[config.mk]
export PLATFORM = sky130hd
export DESIGN_NAME = gray_step_monitor
export DESIGN_NICKNAME = d
export VERILOG_FILES = /design/src/rtl/gray_step_monitor.sv
export SDC_FILE = /design/constraint.sdc
export NUM_CORES = 1
export LEC_CHECK = 0
export ABC_AREA = 1
export CAP_MARGIN = 20
export CORE_ASPECT_RATIO = 1.5
export CORE_MARGIN = 1
export CORE_UTILIZATION = 50
export CTS_BUF_LIST = sky130_fd_sc_hd__clkbuf_4 sky130_fd_sc_hd__clkbuf_8 sky130_fd_sc_hd__clkbuf_16
export CTS_CLUSTER_SIZE = 10
export DETAILED_ROUTE_END_ITERATION = 7
export DONT_BUFFER_PORTS = 1
export GPL_TIMING_DRIVEN = 0
export PLACE_DENSITY_LB_ADDON = 0.1
export SLEW_MARGIN = 15
export SYNTH_ARGS = -nofsm -noshare
export SYNTH_HDL_FRONTEND = slang
export SYNTH_SLANG_ARGS = --single-unit
[constraint.sdc]
create_clock -name clk -period 2.5 [get_ports clk]
set_input_delay 0.25 -clock clk [delete_from_list [all_inputs] [get_ports clk]]
set_output_delay 0.25 -clock clk [all_outputs]
set_load 0.01 [all_outputs]
[src/rtl/gray_step_monitor.sv]
// Checker for a two-digit (2 x 4-bit) Gray up/down counter: decodes each sample,
// verifies every step and carry against the shared en/dir controls, counts errors and wraps.
module gray_step_monitor #(
   parameter int CNT_W = 8
) (
   input  logic             clk,
   input  logic             rst_n,
   input  logic             clr,
   input  logic             en,
   input  logic             dir,
   input  logic [7:0]       gray_in,
   input  logic             cout_in,
   output logic [7:0]       bin_out,
   output logic             bin_valid,
   output logic             step_err,
   output logic             err_sticky,
   output logic [CNT_W-1:0] err_cnt,
   output logic [CNT_W-1:0] wrap_cnt,
   output logic [1:0]       dbg_state
);

   localparam logic [1:0] ST_INIT  = 2'd0;
   localparam logic [1:0] ST_TRACK = 2'd1;
   localparam logic [1:0] ST_ERR   = 2'd2;

   function automatic logic [3:0] dec4(input logic [3:0] g);
      logic [3:0] b;
      b[3] = g[3];
      b[2] = b[3] ^ g[2];
      b[1] = b[2] ^ g[1];
      b[0] = b[1] ^ g[0];
      return b;
   endfunction

   logic [1:0]       state_q, state_d;
   logic [7:0]       prev_bin_q;
   logic             en_q, dir_q;
   logic [7:0]       bin_out_q;
   logic             bin_valid_q, bin_valid_d;
   logic             step_err_q, step_err_d;
   logic             err_sticky_q, err_sticky_d;
   logic [CNT_W-1:0] err_cnt_q, err_cnt_d;
   logic [CNT_W-1:0] wrap_cnt_q, wrap_cnt_d;

   logic [7:0] cur_bin;
   logic [7:0] exp_bin;
   logic       carry_exp;
   logic       step_mis;
   logic       carry_mis;
   logic       wrap_hit;

   assign cur_bin = {dec4(gray_in[7:4]), dec4(gray_in[3:0])};

   // en_q/dir_q are the controls the counter used for the step now being observed;
   // the carry output reflects the controls currently presented to it.
   assign exp_bin   = en_q ? (dir_q ? prev_bin_q + 8'd1 : prev_bin_q - 8'd1) : prev_bin_q;
   assign carry_exp = en & (dir ? (cur_bin == 8'hFF) : (cur_bin == 8'h00));
   assign step_mis  = (cur_bin != exp_bin);
   assign carry_mis = (cout_in != carry_exp);
   assign wrap_hit  = en_q & ~step_mis &
                      (( dir_q & (prev_bin_q == 8'hFF) & (cur_bin == 8'h00)) |
                       (~dir_q & (prev_bin_q == 8'h00) & (cur_bin == 8'hFF)));

   always_comb begin
      state_d      = state_q;
      bin_valid_d  = bin_valid_q;
      step_err_d   = 1'b0;
      err_sticky_d = err_sticky_q;
      err_cnt_d    = err_cnt_q;
      wrap_cnt_d   = wrap_cnt_q;
      if (clr) begin
         state_d      = ST_INIT;
         bin_valid_d  = 1'b0;
         err_sticky_d = 1'b0;
         err_cnt_d    = '0;
         wrap_cnt_d   = '0;
      end else begin
         case (state_q)
            ST_INIT, ST_ERR: begin
               // Priming cycle: the sample only seeds prev_bin, so one corruption gives one pulse.
               bin_valid_d = 1'b1;
               state_d     = ST_TRACK;
            end
            ST_TRACK: begin
               if (step_mis || carry_mis) begin
                  step_err_d   = 1'b1;
                  err_sticky_d = 1'b1;
                  state_d      = ST_ERR;
                  if (err_cnt_q != {CNT_W{1'b1}}) err_cnt_d = err_cnt_q + 1'b1;
               end
               if (wrap_hit && (wrap_cnt_q != {CNT_W{1'b1}})) wrap_cnt_d = wrap_cnt_q + 1'b1;
            end
            default: state_d = ST_INIT;
         endcase
      end
   end

   always_ff @(posedge clk or negedge rst_n) begin
      if (!rst_n) begin
         state_q      <= ST_INIT;
         prev_bin_q   <= '0;
         en_q         <= 1'b0;
         dir_q        <= 1'b0;
         bin_out_q    <= '0;
         bin_valid_q  <= 1'b0;
         step_err_q   <= 1'b0;
         err_sticky_q <= 1'b0;
         err_cnt_q    <= '0;
         wrap_cnt_q   <= '0;
      end else begin
         state_q      <= state_d;
         prev_bin_q   <= cur_bin;
         en_q         <= en;
         dir_q        <= dir;
         bin_out_q    <= cur_bin;
         bin_valid_q  <= bin_valid_d;
         step_err_q   <= step_err_d;
         err_sticky_q <= err_sticky_d;
         err_cnt_q    <= err_cnt_d;
         wrap_cnt_q   <= wrap_cnt_d;
      end
   end

   assign bin_out    = bin_out_q;
   assign bin_valid  = bin_valid_q;
   assign step_err   = step_err_q;
   assign err_sticky = err_sticky_q;
   assign err_cnt    = err_cnt_q;
   assign wrap_cnt   = wrap_cnt_q;
   assign dbg_state  = state_q;

endmodule

==> results.tsv <==
metric	value	unit
outcome	complete, no violations	
share of cells above drive strength 1	18.93	%
# setup viols final	0	
Initial Util	51.80	%
Reg2Reg Depth	17	
vias per inst	5.181	
pre-CTS setup slack	-280.9	ps
ANT cells	0	
DR vias	2176	
die height	88.10	um
top-area cell type share of the netlist area	31.39	%
hold_sp	gray_in[1]	
Core Rows	31	
mux cell area share after synthesis	0	%
LEAKAGE	1.438	nW
syn nets	367	
final worst-path cycle share	97.09	%
CTS tree	built	
Critical Path Fanout Max	6	
commonest non-fill, non-tap cells in the layout	73 x nand2_1, 45 x inv_1, 45 x nand3_1	
Combinational Power Share	33.3	%
clk_lat worst skew	290	ps
Die Wd	59.40	um
Clk pwr share	26.0	%
CTS Buf Count	5	
FF-to-FF setup slack	70	ps
P_int	0.9058	mW
post-synthesis compound-gate area fraction	3.848	%
VDD IR-drop max	0.3675	mV
Worst Tran Pin Value	554.1	ps
CTS sink cnt	31	
DRC	0	
Final ANT Viol Nets	0	
Pwr per Cell Area	525.0	nW/um2
Buffers on Ports	0	
post-synth top area cell	dfrtp_1	
max_slew headroom	62.92	%
Root Buffer	clkbuf_8	
Core Box Area	4771	um2
P&R area growth vs syn	13.06	%
global-route wire length before repair	9432	um
die area	5233	um2
Mapped Avg Cell Area	7.355	um2
Hold Crit Class	input port to flip-flop	
GRT Util Overall	24.27	%
WHS Endpoint	bin_out[1]$_DFF_PN0_	
Max Transition Viols Final	0	
DRT Pass-1 Iters	4	
dominant cells by area after synthesis	dfrtp_1 31%, nand2_1 12%, nand3_1 9.3%	
#FFs+latches synth	31	
WP data required	2730	ps
fillcell total	484	
drt initial violations	76	
unrepaired setup endpoints after global routing	yes	
largest net degree at the start of global routing	32	
Fmax	412.0	MHz
WHS Path Cells	1	
clock buffer depth	2	
worst r2r dst	err_cnt[5]$_DFFE_PN0P_	
synth warn	0	
maxcap violations	0	
largest family of logic cells by synthesized area	simple AND/OR/NAND/NOR gates	
Total Wirelength	5671	um
sequential share of power	40.7	%
fin area	2794	um2
NetSw	0.5609	mW
critical path launch point type	flip-flop	
Clock Skew	11.36	ps
sw frac	38.24	%
RePlAce Congestion	0.8214	
CTS H-tree depth	2	
Fin. Hold Viols	0	
vias in the first global route	2163	
worst r2r src	bin_out[1]$_DFF_PN0_	
hpwl dp	4443	um
count of cell types in the netlist	35	
Worst Path Arrival	2650	ps
Worst Path Class, Setup	flip-flop to flip-flop	
Post-Synth Adder-Cell Area	8.911	%
Period minus WS final	2427	ps
Synth Cell Area	2471	um2
grt ovf	0	
commonest non-fill, non-tap cell in the layout	nand2_1	
Synth Area in Simple Gates	43.24	%
per-cell routed wire length	13.50	um
Placement Cell Area	2554	um2
XOR/XNOR Fraction of Synth Area	3.544	%
clock slew at reported path FFs	60	ps
fin nets	384	
Critical Path End Type	flip-flop	
initial antenna violation count	0	
io pins	43	
sequential element share of the synthesized area	31.39	%
final worst setup slack	72.66	ps
Post-Syn Instances	336	
-- power groups by stage --
stage / Sequential, mW / Combinational [mW] / Clock [mW]
2_1_floorplan: 0.588 / 0.371 / 0
3_3_place_gp: 0.604 / 0.435 / 0
3_5_place_dp: 0.604 / 0.446 / 0
4_1_cts: 0.596 / 0.479 / 0.403
5_1_grt: 0.602 / 0.555 / 0.423
6_report: 0.596 / 0.488 / 0.382
-- registers in the layout, summed over array words and instances, names as in the netlist --
name and flops:
bin_out 8, err_sticky 1, dir_q 1, err_cnt 8, bin_valid 1, dbg_state 2
wrap_cnt 8, en_q 1, step_err 1
-- repair_timing --
item,CTS,global route
pin swaps,4,5
endpoints found under the setup margin,18,17
hold buffers,6,0
gates resized for setup,6,8
gates cloned,1,0
hold endpoints to repair,35,0
setup buffers,2,1
-- how the worst max path moves through the flow --
stage | end | slack [ps] | startpoint | cells after the start
floorplan | err_cnt[2]$_DFFE_PN0P_ | 150 | gray_in[7] | 16
CTS | err_cnt[4]$_DFFE_PN0P_ | 0.3 | bin_out[0]$_DFF_PN0_ | 17
finish | err_cnt[5]$_DFFE_PN0P_ | 70 | bin_out[1]$_DFF_PN0_ | 17
global route | err_cnt[3]$_DFFE_PN0P_ | -90 | bin_out[4]$_DFF_PN0_ | 16
global placement | err_cnt[4]$_DFFE_PN0P_ | -220 | gray_in[6] | 16
detailed placement | err_cnt[4]$_DFFE_PN0P_ | -280 | gray_in[6] | 16
-- layout make-up --
cell class	count	area, um2	area share, %
Inverter	51	193.9	6.941
Timing Repair Buffer	9	105.1	3.762
Multi-Input combinational cell	250	1519	54.37
Clock buffer	5	68.82	2.463
Buffer	5	30.03	1.075
Sequential cell	31	779.5	27.90
Clock inverter	3	15.01	0.5374
Tap cell	66	82.58	2.956
-- routing by layer --
layer	share of wire [%]	vias to the layer above	GRT usage [%]
li1	-	1117	-
met1	37	1009	22.87
met2	56	38	46.78
met3	4.3	12	5.908
met4	2.9	0	11.90
met5	0	-	0
-- Yosys cell counts --
library cell and count:
nand2_1 77, inv_1 47, nand3_1 46, dfrtp_1 31
nor2_1 31, ha_1 16, nand3_2 12, a21oi_1 10
nand2_2 8, nand4_1 6, xor2_1 6, nor2_2 5
nand2_4 4, nor3_1 4, xnor2_1 4, clkbuf_1 3
nor4_1 3, and3_1 2, inv_2 2, nand3_4 2
nor2_4 2, o21a_1 2, a21oi_2 1, buf_4 1
buf_6 1, clkinv_1 1, fa_1 1, inv_4 1
nand3b_1 1, nor2_8 1, o211ai_1 1, o21ai_1 1
o21ai_2 1, or2_1 1, or2_2 1
-- critical path, stage by stage (launching register included) --
cell     delay, ps
dfrtp_2        460
inv_2           60
fa_2           550
nand2_1         60
o21ai_2         70
inv_2           40
nand2_1         50
nand2_1         50
nor2_2          80
nand3_2         90
nor2_4         140
nand3_4        100
nor2_8         160
nand2_4         90
nand3_4        110
buf_12         110
nand3_1         60
nand2_1         80
-- through the flow --
step                      hold WS (ps)  TNS (ps)  util [%]  power (mW)  instances
after floorplan                 -45.59         0         -      0.9600        336
after global placement          -45.13     -2821     53.53       1.039        402
after detailed placement        -45.22     -3991     53.53       1.050        402
after CTS                        86.27         0     57.49       1.477        419
after global routing             83.78    -836.2     58.56       1.580        420
final                            98.41         0     58.56       1.467        420
-- logic make-up after synthesis --
| kind of cell | after synthesis |
|---|---|
| fa+ha+maj | 17 |
| compound gates | 16 |
| xor+xnor | 10 |
| flops | 31 |
| simple gates | 206 |
| buf+inv | 56 |
Note: power is estimated with default switching activity, not from simulation.
